==> config.mk <==
export PLATFORM = sky130hd
export DESIGN_NAME = delay_line_mc
export DESIGN_NICKNAME = d
export VERILOG_FILES = /design/src/rtl/delay_line_mc.sv
export SDC_FILE = /design/constraint.sdc
export NUM_CORES = 1
export LEC_CHECK = 0
export BUFFER_PORTS_ARGS = -buffer_cell sky130_fd_sc_hd__buf_2
export CAP_MARGIN = 20
export CORE_MARGIN = 2
export CORE_UTILIZATION = 27
export DETAILED_ROUTE_END_ITERATION = 8
export HOLD_SLACK_MARGIN = 0.03
export PLACE_DENSITY_LB_ADDON = 0.1
export SYNTH_ARGS = -nofsm -noshare
export SYNTH_HDL_FRONTEND = slang
export SYNTH_SLANG_ARGS = --single-unit
export TNS_END_PERCENT = 5
==> constraint.sdc <==
create_clock -name clk -period 5.1 [get_ports clk]
set_input_delay 0.255 -clock clk [delete_from_list [all_inputs] [get_ports clk]]
set_output_delay 0.255 -clock clk [all_outputs]
set_load 0.05 [all_outputs]
==> src/rtl/delay_line_mc.sv <==
// Purpose: multi-channel, runtime-programmable, stallable delay line that tags every
//          sample with a valid bit and only advances on enabled cycles. Used to skew
//          boundary-cell outputs against internal-cell operands in the QRD-RLS array.
// Latency: a sample taken on enabled edge k appears on dout after enabled edge k+cur_delay-1.
// Backpressure: none; en=0 freezes all state, one sample accepted per enabled cycle.
//
// Ports:
//   clk, rst_n      clock, synchronous active-low reset
//   en              advance enable
//   cfg_load        one-cycle pulse: latch clamped cfg_delay and flush the line
//   cfg_delay       requested delay in enabled cycles (0 -> 1, >MAX_DELAY -> MAX_DELAY)
//   din, din_valid  input lanes (lane c at [c*DATA_LENGTH +: DATA_LENGTH]) and valid tag
//   dout, dout_valid delayed lanes and valid tag (valid only once the line has filled)
//   cur_delay       delay in force
//   filled          line holds at least cur_delay post-flush samples
//
// Build option: define DLY_CLEAR_DATA_EN to force dout to zero whenever dout_valid=0.
// Without it dout shows raw buffer contents and only dout_valid qualifies them.

module delay_line_mc #(
  parameter  int DATA_LENGTH = 8,
  parameter  int CHANNELS    = 3,
  parameter  int MAX_DELAY   = 32,
  parameter  int RESET_DELAY = 21,
  localparam int DW          = $clog2(MAX_DELAY + 1)
) (
  input  logic                            clk,
  input  logic                            rst_n,
  input  logic                            en,
  input  logic                            cfg_load,
  input  logic [DW-1:0]                   cfg_delay,
  input  logic [CHANNELS*DATA_LENGTH-1:0] din,
  input  logic                            din_valid,
  output logic [CHANNELS*DATA_LENGTH-1:0] dout,
  output logic                            dout_valid,
  output logic [DW-1:0]                   cur_delay,
  output logic                            filled
);

  localparam int PW = $clog2(MAX_DELAY);
  localparam int WW = CHANNELS * DATA_LENGTH;

  localparam logic [DW-1:0] MAX_D  = DW'(MAX_DELAY);
  localparam logic [DW-1:0] RST_D  = DW'(RESET_DELAY);
  localparam logic [PW-1:0] LAST_P = PW'(MAX_DELAY - 1);
  // Wraps to zero when MAX_DELAY is a power of two; the subtraction below is then
  // naturally modulo 2**PW, which is exactly modulo MAX_DELAY.
  localparam logic [PW-1:0] MAX_P  = PW'(MAX_DELAY);

  // Circular buffer: {valid, data} per entry. Contents are deliberately not reset;
  // the fill counter keeps stale entries from ever being reported valid.
  logic [WW:0]    mem [MAX_DELAY];

  logic [PW-1:0]  wr_ptr;
  logic [DW-1:0]  fill;
  logic [DW-1:0]  cur_delay_q;
  logic [WW-1:0]  dout_q;
  logic           dout_valid_q;

  logic [DW-1:0]  dly_eff;
  logic [DW-1:0]  fill_base;
  logic [DW-1:0]  fill_nxt;
  logic [PW-1:0]  back_off;
  logic [PW-1:0]  rd_addr;
  logic [WW:0]    rd_entry;
  logic           rd_vld;
  logic [WW-1:0]  rd_dat;

  function automatic logic [DW-1:0] clamp_delay(input logic [DW-1:0] d);
    if (d == '0) begin
      return DW'(1);
    end else if (d > MAX_D) begin
      return MAX_D;
    end else begin
      return d;
    end
  endfunction

  always_comb begin
    // A load on this edge takes effect immediately: the fill restarts from zero and the
    // read uses the new delay, so the sample written on the load edge is the first
    // post-flush sample.
    dly_eff   = cfg_load ? clamp_delay(cfg_delay) : cur_delay_q;
    fill_base = cfg_load ? '0 : fill;
    fill_nxt  = (fill_base == dly_eff) ? fill_base : fill_base + DW'(1);

    // Read the entry written (delay-1) edges before the current write slot.
    back_off = PW'(dly_eff - DW'(1));
    if (wr_ptr >= back_off) begin
      rd_addr = wr_ptr - back_off;
    end else begin
      rd_addr = wr_ptr - back_off + MAX_P;
    end

    // Delay 1 reads the slot being written this edge, so bypass the incoming sample.
    if (rd_addr == wr_ptr) begin
      rd_entry = {din_valid, din};
    end else begin
      rd_entry = mem[rd_addr];
    end

    // The load edge always reports invalid, even for delay 1.
    rd_vld = rd_entry[WW] && (fill_nxt == dly_eff) && !cfg_load;

`ifdef DLY_CLEAR_DATA_EN
    rd_dat = rd_vld ? rd_entry[WW-1:0] : '0;
`else
    rd_dat = rd_entry[WW-1:0];
`endif
  end

  always_ff @(posedge clk) begin
    if (!rst_n) begin
      wr_ptr       <= '0;
      fill         <= '0;
      cur_delay_q  <= RST_D;
      dout_q       <= '0;
      dout_valid_q <= 1'b0;
    end else begin
      if (cfg_load) begin
        cur_delay_q <= dly_eff;
      end
      if (en) begin
        wr_ptr       <= (wr_ptr == LAST_P) ? '0 : wr_ptr + PW'(1);
        fill         <= fill_nxt;
        dout_q       <= rd_dat;
        dout_valid_q <= rd_vld;
      end else if (cfg_load) begin
        // Flush while stalled: no write, no pointer move, but the line empties.
        fill         <= '0;
        dout_valid_q <= 1'b0;
`ifdef DLY_CLEAR_DATA_EN
        dout_q       <= '0;
`endif
      end
    end
  end

  always_ff @(posedge clk) begin
    if (rst_n && en) begin
      mem[wr_ptr] <= {din_valid, din};
    end
  end

  assign dout       = dout_q;
  assign dout_valid = dout_valid_q;
  assign cur_delay  = cur_delay_q;
  assign filled     = (fill == cur_delay_q);

endmodule
### Word-level counts from Yosys, hierarchy flattened

Memory sizes are Yosys's and may differ from the RTL's.
Index checks and enable logic that the tools add are counted.

| cells by class | value |
|---|---|
| add/subtract/negate cells | 4 |
| order comparisons | 1 |
| muxes and demuxes | 12 |
| reductions and logical operators | 6 |
| equal/unequal tests | 5 |

Operator list:

| cell | count |
|---|---|
| $mux W6 | 6 |
| $mux W25 | 1 |
| $eq A6 B6 Y1 | 3 |
| $add A6 B1 Y6 const B | 1 |
| $gt A6 B6 Y1 const B | 1 |
| $logic_not A6 Y1 | 1 |
| $add A5 B1 Y5 const B | 1 |
| $eq A5 B5 Y1 | 1 |
| $eq A5 B5 Y1 const B | 1 |
| $mux W5 | 1 |
| $sub A5 B1 Y5 const B | 1 |
| $sub A5 B5 Y5 | 1 |
| $mux W1 | 4 |
| $logic_and A1 B1 Y1 | 3 |
| $reduce_bool A2 Y1 | 1 |
| $logic_not A1 Y1 | 1 |

| storage, ports and cells | value |
|---|---|
| logic and storage cells | 34 |
| bits in registers | 42 |
| RAM bits | 800 |
| memories kept | 1 |
| output and inout bits | 32 |
| input bits | 35 |

Memories:

| memory | depth | width | rd ports | clocked after Yosys merged registers in | write ports | line | source |
|---|---|---|---|---|---|---|---|
| mem | 32 | 25 | 1 | 0 | 1 | 52 | `logic [WW:0] mem [MAX_DELAY];` |

### Depth between registers and ports, before layout

| depth | value |
|---|---|
| depth in word-level cells | 11 |
| depth in mapped cells | 16 |
| gate-level depth less buffers | 13 |

### Worst setup path after synthesis

OpenSTA, ideal clock, no wires.

| path | value |
|---|---|
| path kind | input to register |
| from | input port cfg_load |
| to | register dout_q[12], in the netlist dout[12] |
| setup time | 127 ps |
| data required time | 4973 ps |
| cell stages on the path | 15 |
| arrival | 3845 ps |
| buffers on the path | 5 |
| setup slack | 1128 ps |
| cell sequence | clkbuf_2 > buf_1 > buf_1 > mux2_2 > xor2_1 > ha_1 > a21o_1 > a21oi_1 > xor3_1 > nand2_1 > clkbuf_1 > clkbuf_1 > nor4_1 > nor4_1 > a21oi_1 |

| between the ends | value |
|---|---|
| word-level cells in the longest chain between the ends | 5 |
| elaborated cells between the ends (all ways) | 6 |
| classes of those cells | add/sub (2); eq/ne (1); mux (2); memory (1) |

Ends and longest elaborated chain:

| what | line | source |
|---|---|---|
| from (decl) | 30 | `input logic cfg_load,` |
| $mux W6 * | 83 | `dly_eff = cfg_load ? clamp_delay(cfg_delay) : cur_delay_q;` |
| $sub A5 B1 Y5 * | 88 | `back_off = PW'(dly_eff - DW'(1));` |
| $sub A5 B5 Y5 * | 90, 92 |  |
| $mem_v2 Z32 W25 or $eq A5 B5 Y1 (tied branches) | - |  |
| $mux W25 * | 96 | `if (rd_addr == wr_ptr) begin` |
| to (signal assigned) | 126 | `dout_q <= rd_dat;` |
| to (decl) | 57 | `logic [WW-1:0] dout_q;` |

Every way passes the cells marked *; elsewhere a longest branch is shown, timed or not.
A chain may end at the register's enable or synchronous reset.

### Worst setup path after layout

| path | value |
|---|---|
| from | input port cfg_delay[4] |
| to | register dout_q[15], in the netlist dout[15] |

| between the ends | value |
|---|---|
| word-level cells in the longest chain between the ends | 8 |
| elaborated cells between the ends (all ways) | 10 |
| classes of those cells | add/sub (2); order compare (1); eq/ne (1); mux (4); reduce/logical (1); memory (1) |

Ends and longest elaborated chain:

| what | line | source |
|---|---|---|
| from (decl) | 31 | `input logic [DW-1:0] cfg_delay,` |
| $gt A6 B6 Y1 | 72 | `end else if (d > MAX_D) begin` |
| $mux W6 | 72 |  |
| $mux W6 * | 70 | `if (d == '0) begin` |
| $mux W6 * | 83 |  |
| $sub A5 B1 Y5 * | 88 |  |
| $sub A5 B5 Y5 * | 90, 92 |  |
| $mem_v2 Z32 W25 or $eq A5 B5 Y1 (tied branches) | - |  |
| $mux W25 * | 96 |  |

Marks and branches as above.

==> out/metrics.cfg <==
[clock_network]
postCtsSetupRepairBufs = 0
cts_max_path_buffers = 3
cts_tree = yes
clkSinkCount = 842
cts-htree-levels = 3
clk_pin_slew_ns = 0.06
ctsResizeCount = 0
cts_root_buf = clkbuf_16
numCtsBuffers = 99
cts_hold_buf = 3
clk_latency_ns = 0.69

[sta]
setup_viol = 0
tightest_slew_ns = 1.01
rsz0062_at_grt = false
skew_ns = 0.0442
slew_headroom_pct = 32.1
final.period_utilization_pct = 91.7
timing.fmax_mhz = 214
finalWorstPathRequiredPeriod_ns = 4.68
whs_ns = 0.0749
hold_violations = 0
finalMaxSlewViolations = 0

[synthesis]
synthFlopType = edfxtp_1
async_flop_share_pct = 0
synth-seq-cells = 842
syn_inst = 2094
ys_types = 65
synth-seq-area-share_pct = 72.6
synth_area_um2 = 34300
yosys_warnings = 0
synthesis.nets = 2141
synth_edf_count = 800
synth.avg_cell_area_um2 = 16.4

[critical_path]
slowest_delay_ns = 0.97
arrival_ns = 5.21
critPathCaptureType = register
critical_path_class = in2reg
required_ns = 5.64
worst-path-max-fanout = 26
slowest_stage = fa_4
path_cells = dlygate4sd3_1, buf_2, nor4_4, o21ai_0, and3_1, ha_4, fa_4, buf_4, nand2_4, buf_4, a211oi_1, nor4_1, nor4_1, a21oi_1
start_kind = input port

[global_routing]
antenna_found_initial = 11
grt_pass1_vias = 20529
grt_max_degree = 138
busiest_layer = met2
grt_util_met3_pct = 3.69
met1_usage_pct = 25.5
grt_pass1_wl_um = 164000
grt-ovfl-total = 0
grt.total_usage_pct = 17.9
use_met2_pct = 27.9

[place]
globalplace.congestion = 0.786
io_buffers = 66
post-dp-hpwl_um = 69000
placed_area_um2 = 37200

[routing]
drc_errors = 0
antenna_left = 0
drt_iter0_drc = 1923
first_pass_iters = 5
vias = 20627
finalWirelength_um = 118000
via_per_inst = 5.24
wire_per_inst_um = 30.0

[pwr]
powerDensity_nw_per_um2 = 426
ir_worst_vdd_v = 0.000240
p_leak_uw = 0.0129

[job]
max-cap-violations = 0

[die]
die_area_um2 = 130000
die_width_um = 360
fp-row-count = 130
fp.coreArea_um2 = 126000
initial_utilization_pct = 27.3
dieHeight_um = 360
ios = 67

[cells_and_area]
postLayoutCellArea_um2 = 40400
layout-drive-gt1-share_pct = 19.4
nFillCells = 12155
nets = 2250
area_growth_pct = 17.8

[worst_hold_path]
hp-class = in2reg

[status]
status = finished, final reports clean

registers in the layout (all words and copies together), names as in the netlist:
name        flops
fill            6
mem           800
cur_delay       6
wr_ptr          5
dout_valid      1
dout           24
critical path: cells and delay by family:
| kind | cells | cell delay [ns] |
|---|---|---|
| AND/OR/NAND/NOR | 5 | 1.78 |
| adder cells (fa/ha/maj) | 2 | 1.15 |
| AO/OA/AOI/OAI | 3 | 0.68 |
| buffers and inverters | 4 | 1.31 |
per-layer routing:
layer	part of all wire [%]	wire length [um]
met5	0.0085	10
met4	1.8	2170
met3	6.4	7550
met2	46	54000
met1	46	54300
logic make-up (layout without fill, tap and decap cells):
logic type / after synthesis / count (layout) / share of synthesized area, %
mux: 112 / 112 / 5.93
other cells: 0 / 1 / 0
compound gates: 351 / 351 / 7.87
fa+ha+maj: 12 / 12 / 0.460
xor+xnor: 22 / 22 / 0.646
simple gates: 578 / 578 / 10.2
buf+inv: 177 / 365 / 2.35
flops: 842 / 842 / 72.6
stage by stage:
step / setup WS, ns / utilization, % / TNS, ns / total power, uW / instances
3_5_place_dp: 0.193 / 29.6 / 0 / 10500 / 3749
6_report: 0.425 / 32.1 / 0 / 17200 / 3933
2_1_floorplan: 1.13 / - / 0 / 9220 / 2094
3_3_place_gp: -0.0386 / 29.5 / -0.0386 / 10500 / 3742
4_1_cts: 0.375 / 32.1 / 0 / 17400 / 3932
5_1_grt: 0.0678 / 32.1 / 0 / 17800 / 3932
where the power goes:
part	internal (uW)	switching, uW
Sequential	7630	114
Clock	3990	2890
Combinational	811	1750
synthesized netlist by cell type (25+ instances only):
cell type    n  area [um2]
mux4_2      72        1620
dfxtp_1     42         841
nor4b_1     48         420
clkbuf_1   124         465
nor4_1      99         619
o221ai_1    25         219
a211oi_1   180        1350
and3_1     207        1290
edfxtp_1   800       24000
nand2b_1    31         194
nand2_1     63         236
mux2i_1     36         360
nor2_1      42         158
a21boi_0    25         188
a21oi_1     28         140
cells in the final DEF (no fill, tap or decap), types with 14 or more instances in the layout:
master,instances
nor4_1,99
clkbuf_16,101
nor4b_1,48
clkbuf_1,27
a21oi_1,28
mux2i_1,36
a21boi_0,25
nand3_1,18
a311oi_1,24
o311ai_0,24
a32oi_1,23
buf_2,68
edfxtp_1,800
clkinv_1,24
mux4_2,72
nor2b_1,16
dfxtp_1,42
nand2b_1,30
nand2_1,59
or2_2,14
and3_1,207
nor2_4,33
a211oi_1,180
buf_4,92
o221ai_1,25
final cells by class:
| cell class | count | area [um2] | share of cell area (%) |
|---|---|---|---|
| Timing Repair Buffer | 175 | 1320 | 3.26 |
| Inverter | 10 | 37.5 | 0.0930 |
| Tap cell | 1650 | 2060 | 5.11 |
| Sequential cell | 842 | 24900 | 61.6 |
| Clock inverter | 48 | 457 | 1.13 |
| Multi-Input combinational cell | 1075 | 8940 | 22.2 |
| Clock buffer | 132 | 2680 | 6.65 |
| Antenna cell | 1 | 2.50 | 0.00620 |
worst paths after layout:
kind                           from  slack (ns)  cells after the start                   endpoint
max                    cfg_delay[4]        0.42                     14      dout[15]$_SDFFE_PN0P_
min                           rst_n        0.07                      2  cur_delay[0]$_SDFFE_PN1P_
max reg2reg  wr_ptr[0]$_SDFFE_PN0P_        0.59                      9       dout[2]$_SDFFE_PN0P_
min reg2reg      fill[5]$_SDFF_PN0_        0.54                      2         fill[5]$_SDFF_PN0_
(Power assumes the default switching activity.)
